### src/rtl/cpu_mem_pkg.sv
// Shared constants and types for the core data-memory path.
package cpu_mem_pkg;

    localparam int unsigned ADDR_W = 32;
    localparam int unsigned DATA_W = 64;

    typedef struct packed {
        logic              valid;
        logic [0:ADDR_W-1] addr;
        logic [0:DATA_W-1] data;
    } sb_entry_t;

    // What the single SRAM port is doing in a given cycle.
    typedef enum logic [1:0] {
        IDLE  = 2'd0,
        LOAD  = 2'd1,
        STORE = 2'd2,
        DRAIN = 2'd3
    } port_op_e;

endpackage

### src/rtl/dmem_store_buffer_if.sv
// Core-side and SRAM-side bundles for the data-memory store buffer.
interface dmem_core_if #(
    parameter int unsigned ADDR_W = cpu_mem_pkg::ADDR_W,
    parameter int unsigned DATA_W = cpu_mem_pkg::DATA_W,
    parameter int unsigned DEPTH  = 4
);
    logic                      core_mem_en;
    logic                      core_mem_wr_en;
    logic [0:ADDR_W-1]         core_addr;
    logic [0:DATA_W-1]         core_wdata;
    logic [0:DATA_W-1]         core_rdata;
    logic                      core_stall;
    logic                      sb_empty;
    logic [0:$clog2(DEPTH)]    sb_count;

    modport master (
        output core_mem_en, core_mem_wr_en, core_addr, core_wdata,
        input  core_rdata, core_stall, sb_empty, sb_count
    );
    modport slave (
        input  core_mem_en, core_mem_wr_en, core_addr, core_wdata,
        output core_rdata, core_stall, sb_empty, sb_count
    );
endinterface

interface dmem_sram_if #(
    parameter int unsigned ADDR_W = cpu_mem_pkg::ADDR_W,
    parameter int unsigned DATA_W = cpu_mem_pkg::DATA_W
);
    logic              sram_en;
    logic              sram_wr_en;
    logic [0:ADDR_W-1] sram_addr;
    logic [0:DATA_W-1] sram_wdata;
    logic [0:DATA_W-1] sram_rdata;

    modport master (
        output sram_en, sram_wr_en, sram_addr, sram_wdata,
        input  sram_rdata
    );
    modport slave (
        input  sram_en, sram_wr_en, sram_addr, sram_wdata,
        output sram_rdata
    );
endinterface

### src/rtl/dmem_store_buffer_cam.sv
// Store-entry array: write at tail, clear at head, youngest-match address search.
module sb_cam_array #(
    parameter int unsigned DEPTH  = 4,
    parameter int unsigned ADDR_W = cpu_mem_pkg::ADDR_W,
    parameter int unsigned DATA_W = cpu_mem_pkg::DATA_W,
    localparam int unsigned PTR_W = $clog2(DEPTH)
) (
    input  logic              clk,
    input  logic              reset,
    input  logic              wr_en_i,
    input  logic [PTR_W-1:0]  wr_idx_i,
    input  logic [0:ADDR_W-1] wr_addr_i,
    input  logic [0:DATA_W-1] wr_data_i,
    input  logic              clr_en_i,
    input  logic [PTR_W-1:0]  clr_idx_i,
    input  logic [PTR_W-1:0]  head_i,
    input  logic [0:ADDR_W-1] srch_addr_i,
    output logic              hit_o,
    output logic [0:DATA_W-1] hit_data_o,
    output logic [0:ADDR_W-1] head_addr_o,
    output logic [0:DATA_W-1] head_data_o
);

    logic              valid_q [DEPTH];
    logic [0:ADDR_W-1] addr_q  [DEPTH];
    logic [0:DATA_W-1] data_q  [DEPTH];

    always_ff @(posedge clk or posedge reset) begin
        if (reset) begin
            for (int unsigned i = 0; i < DEPTH; i++) begin
                valid_q[i] <= 1'b0;
                addr_q[i]  <= '0;
                data_q[i]  <= '0;
            end
        end else begin
            if (clr_en_i) begin
                valid_q[clr_idx_i] <= 1'b0;
            end
            if (wr_en_i) begin
                valid_q[wr_idx_i] <= 1'b1;
                addr_q[wr_idx_i]  <= wr_addr_i;
                data_q[wr_idx_i]  <= wr_data_i;
            end
        end
    end

    // Walk oldest to youngest so the last match seen is the youngest store.
    logic [PTR_W-1:0] idx;
    always_comb begin
        hit_o      = 1'b0;
        hit_data_o = '0;
        idx        = '0;
        for (int unsigned i = 0; i < DEPTH; i++) begin
            idx = head_i + PTR_W'(i);
            if (valid_q[idx] && (addr_q[idx] == srch_addr_i)) begin
                hit_o      = 1'b1;
                hit_data_o = data_q[idx];
            end
        end
    end

    assign head_addr_o = addr_q[head_i];
    assign head_data_o = data_q[head_i];

endmodule

### src/rtl/dmem_store_buffer.sv
// Posted-store FIFO between the core data port and a single-port SRAM, with load forwarding.
module dmem_store_buffer
    import cpu_mem_pkg::*;
#(
    parameter int unsigned DEPTH  = 4,
    parameter int unsigned ADDR_W = cpu_mem_pkg::ADDR_W,
    parameter int unsigned DATA_W = cpu_mem_pkg::DATA_W
) (
    input  logic         clk,
    input  logic         reset,
    dmem_core_if.slave   core,
    dmem_sram_if.master  sram
);

    localparam int unsigned PTR_W = $clog2(DEPTH);
    localparam int unsigned CNT_W = PTR_W + 1;

    logic [PTR_W-1:0]  head_q, head_d, tail_q, tail_d;
    logic [CNT_W-1:0]  count_q, count_d;
    logic              load_pending_q, fwd_hit_q;
    logic [0:DATA_W-1] fwd_data_q;

    logic              is_load, is_store, full, store_acc, drain;
    logic              cam_hit;
    logic [0:DATA_W-1] cam_data, head_data;
    logic [0:ADDR_W-1] head_addr;
    port_op_e          op;

    assign is_load   = core.core_mem_en & ~core.core_mem_wr_en;
    assign is_store  = core.core_mem_en &  core.core_mem_wr_en;
    assign full      = (count_q == CNT_W'(DEPTH));
    assign store_acc = is_store & ~full;
    assign drain     = ~is_load & (count_q != '0);

    sb_cam_array #(
        .DEPTH  (DEPTH),
        .ADDR_W (ADDR_W),
        .DATA_W (DATA_W)
    ) u_cam (
        .clk         (clk),
        .reset       (reset),
        .wr_en_i     (store_acc),
        .wr_idx_i    (tail_q),
        .wr_addr_i   (core.core_addr),
        .wr_data_i   (core.core_wdata),
        .clr_en_i    (drain),
        .clr_idx_i   (head_q),
        .head_i      (head_q),
        .srch_addr_i (core.core_addr),
        .hit_o       (cam_hit),
        .hit_data_o  (cam_data),
        .head_addr_o (head_addr),
        .head_data_o (head_data)
    );

    always_ff @(posedge clk or posedge reset) begin
        if (reset) begin
            head_q         <= '0;
            tail_q         <= '0;
            count_q        <= '0;
            load_pending_q <= 1'b0;
            fwd_hit_q      <= 1'b0;
            fwd_data_q     <= '0;
        end else begin
            head_q         <= head_d;
            tail_q         <= tail_d;
            count_q        <= count_d;
            load_pending_q <= is_load;
            fwd_hit_q      <= is_load & cam_hit;
            fwd_data_q     <= is_load ? cam_data : '0;
        end
    end

    always_comb begin
        head_d  = drain     ? head_q + PTR_W'(1) : head_q;
        tail_d  = store_acc ? tail_q + PTR_W'(1) : tail_q;
        count_d = count_q + CNT_W'(store_acc) - CNT_W'(drain);
    end

    // Reset gates the port so a load presented during reset cannot reach the SRAM.
    always_comb begin
        op = IDLE;
        if (!reset) begin
            if (is_load)    op = LOAD;
            else if (drain) op = DRAIN;
        end
    end

    always_comb begin
        sram.sram_en    = 1'b0;
        sram.sram_wr_en = 1'b0;
        sram.sram_addr  = '0;
        sram.sram_wdata = '0;
        case (op)
            LOAD: begin
                sram.sram_en   = 1'b1;
                sram.sram_addr = core.core_addr;
            end
            DRAIN: begin
                sram.sram_en    = 1'b1;
                sram.sram_wr_en = 1'b1;
                sram.sram_addr  = head_addr;
                sram.sram_wdata = head_data;
            end
            default: ;
        endcase
    end

    always_comb begin
        core.core_stall = is_store & full & ~reset;
        core.core_rdata = !load_pending_q ? '0
                        : (fwd_hit_q ? fwd_data_q : sram.sram_rdata);
        core.sb_empty   = (count_q == '0);
        core.sb_count   = count_q;
    end

endmodule

### src/flat_wrapper.sv
// flat-port wrapper written by rule: the top's interface ports become plain ports
module dmem_store_buffer_flat import cpu_mem_pkg::*;
#(
    parameter int unsigned DEPTH  = 4,
    parameter int unsigned ADDR_W = cpu_mem_pkg::ADDR_W,
    parameter int unsigned DATA_W = cpu_mem_pkg::DATA_W
)
  (clk, reset, core_core_mem_en, core_core_mem_wr_en, core_core_addr, core_core_wdata, core_core_rdata, core_core_stall, core_sb_empty, core_sb_count, sram_sram_en, sram_sram_wr_en, sram_sram_addr, sram_sram_wdata, sram_sram_rdata);
  dmem_core_if #(.ADDR_W(ADDR_W), .DATA_W(DATA_W), .DEPTH(DEPTH)) core_i ();
  dmem_sram_if #(.ADDR_W(ADDR_W), .DATA_W(DATA_W)) sram_i ();
  input  logic clk;
  input  logic reset;
  input wire logic [$bits(core_i.core_mem_en)-1:0] core_core_mem_en;
  input wire logic [$bits(core_i.core_mem_wr_en)-1:0] core_core_mem_wr_en;
  input wire logic [$bits(core_i.core_addr)-1:0] core_core_addr;
  input wire logic [$bits(core_i.core_wdata)-1:0] core_core_wdata;
  output wire logic [$bits(core_i.core_rdata)-1:0] core_core_rdata;
  output wire logic [$bits(core_i.core_stall)-1:0] core_core_stall;
  output wire logic [$bits(core_i.sb_empty)-1:0] core_sb_empty;
  output wire logic [$bits(core_i.sb_count)-1:0] core_sb_count;
  output wire logic [$bits(sram_i.sram_en)-1:0] sram_sram_en;
  output wire logic [$bits(sram_i.sram_wr_en)-1:0] sram_sram_wr_en;
  output wire logic [$bits(sram_i.sram_addr)-1:0] sram_sram_addr;
  output wire logic [$bits(sram_i.sram_wdata)-1:0] sram_sram_wdata;
  input wire logic [$bits(sram_i.sram_rdata)-1:0] sram_sram_rdata;
  assign core_i.core_mem_en = core_core_mem_en;
  assign core_i.core_mem_wr_en = core_core_mem_wr_en;
  assign core_i.core_addr = core_core_addr;
  assign core_i.core_wdata = core_core_wdata;
  assign core_core_rdata = core_i.core_rdata;
  assign core_core_stall = core_i.core_stall;
  assign core_sb_empty = core_i.sb_empty;
  assign core_sb_count = core_i.sb_count;
  assign sram_sram_en = sram_i.sram_en;
  assign sram_sram_wr_en = sram_i.sram_wr_en;
  assign sram_sram_addr = sram_i.sram_addr;
  assign sram_sram_wdata = sram_i.sram_wdata;
  assign sram_i.sram_rdata = sram_sram_rdata;
  dmem_store_buffer #(.DEPTH(DEPTH), .ADDR_W(ADDR_W), .DATA_W(DATA_W)) u_core (.clk(clk), .reset(reset), .core(core_i), .sram(sram_i));
endmodule
### config.mk
export PLATFORM = sky130hd
export DESIGN_NAME = dmem_store_buffer_flat
export DESIGN_NICKNAME = d
export VERILOG_FILES = /design/src/rtl/cpu_mem_pkg.sv /design/src/rtl/dmem_store_buffer_if.sv /design/src/rtl/dmem_store_buffer_cam.sv /design/src/rtl/dmem_store_buffer.sv /design/src/flat_wrapper.sv
export SDC_FILE = /design/constraint.sdc
export NUM_CORES = 2
export LEC_CHECK = 0
export ABC_AREA = 1
export CORE_UTILIZATION = 51
export CTS_BUF_LIST = sky130_fd_sc_hd__clkbuf_16
export CTS_CLUSTER_DIAMETER = 150
export DETAILED_ROUTE_END_ITERATION = 8
export PLACE_DENSITY = 0.76
export SLEW_MARGIN = 20
export SYNTH_ARGS = -nofsm -noshare
export SYNTH_HDL_FRONTEND = slang
export SYNTH_HIERARCHICAL = 1
export SYNTH_SLANG_ARGS = --single-unit
### constraint.sdc
create_clock -name clk -period 40.8 [get_ports clk]
set_clock_uncertainty 0.2 [all_clocks]
set_input_delay 8.16 -clock clk [delete_from_list [all_inputs] [get_ports clk]]
set_output_delay 8.16 -clock clk [all_outputs]
set_load 0.02 [all_outputs]
Word-level counts from Yosys, hierarchy flattened

Index checks and enable logic that the tools add are counted.

Bits in registers: 461
Input bits: 164
Output and inout port bits: 167
Logic and storage cells: 132

Add/subtract/negate cells: 6
Magnitude comparators: 7
Equal/unequal tests: 7
Multiplexer cells: 66
Bitwise operators: 19
Reductions and logical operators: 9

Operators by type and width:

| kind                  | count |
|---|---|
| $mux W64              | 17 |
| $bmux W64 S2          | 4 |
| $mux W32              | 9 |
| $bmux W32 S2          | 4 |
| $bwmux W256           | 1 |
| $bwmux W128           | 1 |
| $demux W64 S2         | 1 |
| $eq A32 B32 Y1        | 4 |
| $demux W32 S2         | 1 |
| $pmux W32 S2          | 1 |
| $mux W1               | 16 |
| $ge A3 B3 Y1 const B  | 5 |
| $not A2 Y3            | 5 |
| $bmux W1 S2           | 4 |
| $mux W4               | 2 |
| $and A1 B1 Y1         | 7 |
| $logic_and A1 B1 Y1   | 6 |
| $lt A3 B1 Y1 const B  | 2 |
| $mux W2               | 3 |
| $add A2 B1 Y2 const B | 2 |
| $add A2 B2 Y2 const B | 2 |
| $and A4 B4 Y4         | 1 |
| $demux W1 S2          | 2 |
| $not A1 Y1            | 4 |
| 10 further kinds      | 10 |

Longest topological paths before layout

Word-level depth: 11
Mapped depth: 24
Gate-level depth less buffers: 19

Hierarchy

Netlist, hierarchy kept.

Modules (own cells, without submodules):

| module            | instances | cells an instance | area an instance (sq um) | sequential area each (sq um) |
|---|---|---|---|---|
| sb_cam_array      | 1         | 4,511             | 27,551.4                 | 9,709.3 |
| dmem_store_buffer | 1         | 721               | 4,571.9                  | 1,826.8 |

Worst setup path before layout

No wires, ideal clock.

Path kind: input to output
From: input reset
To: output sram_sram_en
Data arrival time: 9,713 ps
Data required time: 32,440 ps
Setup slack: 22,727 ps
Stages: 4
Buffers on the path: 1
Cells stage by stage: inv_2 buf_2 o21ai_0 inv_1

Cells in the longest elaborated chain, start to end: 4
Elaborated cells on any way between the ends: 5
Classes of those cells: eq/ne: 2; mux: 2; reduce/logical: 1

Ends and longest elaborated chain:

| element                                             | RTL line                | RTL |
|---|---|---|
| start: declaration                                  | flat_wrapper.sv:12      | `input logic reset;` |
| $mux W2 (*)                                         | dmem_store_buffer.sv:83 | `if (!reset) begin` |
| $eq A2 B1 Y1 / $eq A2 B2 Y1 (equally long branches) | dmem_store_buffer.sv:94 | `case (op)` |
| $reduce_or A2 Y1 (no source line) (*)               | --                      |  |
| $mux W1 (*)                                         | dmem_store_buffer.sv:94 |  |
| end: declaration                                    | flat_wrapper.sv:21      | `output wire logic [$bits(sram_i.sram_en)-1:0] sram_sram_en;` |

Every way passes the cells marked *; elsewhere a longest branch is shown, timed or not.

Worst setup path after layout

From: input reset
To: output sram_sram_wdata[9]

Cells in the longest elaborated chain, start to end: 3

Ends and longest elaborated chain:

| element          | RTL line                | RTL |
|---|---|---|
| $mux W2          | dmem_store_buffer.sv:83 |  |
| $eq A2 B2 Y1     | dmem_store_buffer.sv:94 |  |
| $mux W64         | dmem_store_buffer.sv:94 |  |
| end: declaration | flat_wrapper.sv:24      | `output wire logic [$bits(sram_i.sram_wdata)-1:0] sram_sram_wdata;` |

No other way between the ends.

==> run metrics <==
outcome complete, no violations; most frequent cells in the layout nand2_1 (1,846), o21ai_0 (970), inv_1 (588); CP max FO 65; utilization after layout 0.5947; yosys warns 6; area leader, netlist dfrtp_1; CP startpoint reset; share of layout cells above drive strength 1 0.02439; leading register cell type out of synthesis dfrtp_1; TritonRoute pass-1 iters 6; TNS Setup 0 ns; setup violators final 0; Starting Density 0.5186; fin cells 6,167; global-route wire length before repair 162.2 mm; Post-synth EDFFs 0; vias in the first global route 30,410; gr usage total 0.3183; Die Height 253.0 um; R2R depth 16; sequential area share after synthesis 0.3591; hold_buf cts 0; placed cells 6,072; drt drc 0; Routed Antenna Nets 0; TritonCTS clock tree done; power per cell area 75.63 mW/mm^2; fillers 6,075; Final min period 19.24 ns; gr ovfl total 0; Syn Area/Cell 6.140 sq um; Site Rows 91; routed length per placed instance 16.62 um; Clock Pin Slew Worst Setup and Hold Paths 0.06 ns; period utilisation layout 0.4716; CP required 32.44 ns; Area contributors post-synth dfrtp_1 (36%), nand2_1 (22%), o21ai_0 (15%); H-tree levels 2; worst reg2reg endpoint u_core/fwd_data_q[29]; Final WS setup 21.56 ns; FF-to-FF Start u_core/head_q[0]; Routed WL 102.5 mm; CP Data Arrival Time 10.88 ns; flops & latches, synth 461; Yosys cell types 30; Fin. Hold Viols 0; die area 0.06399 sq mm; Static Leak 18.25 nW; Syn Inst Count 5,232; Worst-Skew Late Latency 0.62 ns; Nets 5,456; unrepaired setup endpoints after global routing no; # port buffers 330; Crit Path Class in -> out; commonest non-fill, non-tap cell in the layout nand2_1; peak supply drop 0.07588 mV; 1st-iter DRT viols 3,264; post-place setup slack 21.54 ns; hold crit path type reg -> reg; post_cts resized 0; slew margin rel. 0.2228; Worst Setup Start Kind input pin; ys async rst share 1.000; area added between synthesis and finish 14.67%; max-slew violation count 0; Crit. End Element primary output; maxcap violations 0; postcts setup bufs 0; I/O pin count 331; clk buf depth 3; Setup crit end sram_sram_wdata[9]; DR vias 33,640; CORE AREA 0.06194 sq mm; Placer Congestion 0.9731; share of the synthesized area in the top cell type 0.3591; root buffer cell clkbuf_16; Via density 5.455; syn nets 5,399; Netlist Area Pre-Place 0.03212 sq mm; initial antenna violation count 3; Worst Tran Pin Value 1.166 ns; Die Wd 253.0 um; FF-to-FF setup slack 33.54 ns; largest net degree at the start of global routing 257; fmax 51.97 MHz; clk sink count 461; post-detail-place hpwl 63.23 mm; Num CTS Buffers 52
-- power by group --
group          internal, mW  switching, mW  leakage, nW
combinational         0.489           1.06         11.5
sequential            0.640          0.147         5.89
clock                 0.249          0.196        0.839
-- metal layers --
| metal | vias to the layer above | GRT usage | wire (um) |
|---|---|---|---|
| met1 | 15400 | 0.4220 | 43510 |
| li1 | 16660 | - | - |
| met5 | - | 0 | 13 |
| met3 | 212 | 0.04030 | 8116 |
| met2 | 1371 | 0.5275 | 47380 |
| met4 | 2 | 0.1259 | 3484 |
-- registers in the layout, indices dropped and copies added (netlist names) --
signal	count
u_core/tail_q	2
u_core/head_q	2
u_core/load_pending_q	1
u_core/u_cam/data_q	256
u_core/core.sb_count	3
u_core/u_cam/valid_q	4
u_core/fwd_hit_q	1
u_core/fwd_data_q	64
u_core/u_cam/addr_q	128
-- area by class of cell --
cell class	instances	area (sq um)	area share
Tap cell	837	1047	0.02843
Timing Repair Buffer	370	3632	0.09860
Antenna cell	1	2.502	0.00006793
Inverter	575	2178	0.05914
Sequential cell	461	11550	0.3134
Multi-Input combinational cell	3829	16850	0.4576
Clock buffer	52	1301	0.03532
Clock inverter	42	274.0	0.007439
-- cells in the mapped netlist (2+ instances only) --
cell	n
inv_1	571
nand2_1	1849
a21oi_1	4
clkbuf_1	187
xnor2_1	2
nand3_1	389
buf_1	43
dfrtp_1	461
or2_1	2
o22ai_1	2
inv_2	4
nand2_2	2
buf_2	102
nor2_2	2
nor2_1	388
nand4_1	33
ha_1	2
buf_4	19
xor2_1	24
o21ai_1	14
nor3_1	70
o21ai_0	970
o211ai_1	69
or2_2	2
buf_6	16
-- worst min-delay path by stage --
stage	from	endpoint	slack, ns	cells past startpoint
2_1_floorplan	u_core/u_cam/valid_q[2]	u_core/u_cam/valid_q[2]	0.24	2
3_3_place_gp	u_core/u_cam/data_q[149]	u_core/u_cam/data_q[149]	0.27	2
3_5_place_dp	u_core/u_cam/valid_q[2]	u_core/u_cam/valid_q[2]	0.27	2
4_1_cts	u_core/u_cam/valid_q[2]	u_core/u_cam/valid_q[2]	0.28	2
5_1_grt	u_core/u_cam/valid_q[2]	u_core/u_cam/valid_q[2]	0.29	2
6_report	u_core/u_cam/valid_q[2]	u_core/u_cam/valid_q[2]	0.28	2
-- worst max-delay path, stage by stage --
cell and delay (ns):
clkdlybuf4s50_1 0.59, inv_4 0.39, nand3_4 0.65, nor2_1 0.32, clkdlybuf4s50_1 0.65
-- kinds of logic after synthesis --
family,after synthesis,share of synthesized area
simple gates,2740,0.3417
xor+xnor,26,0.007089
fa+ha+maj,3,0.001402
compound gates,1060,0.1707
buf+inv,942,0.1200
flops,461,0.3591
-- per-stage QoR --
| stage | hold WS [ns] | power, mW | instance area, sq um |
|---|---|---|---|
| floorplan | 0.2417 | 1.892 | 32120 |
| global placement | 0.2655 | 2.279 | 35260 |
| detailed placement | 0.2655 | 2.313 | 35260 |
| CTS | 0.2796 | 2.767 | 36830 |
| global route | 0.2870 | 3.045 | 36840 |
| finish | 0.2766 | 2.786 | 36840 |
Note: power is estimated with default switching activity, not from simulation.
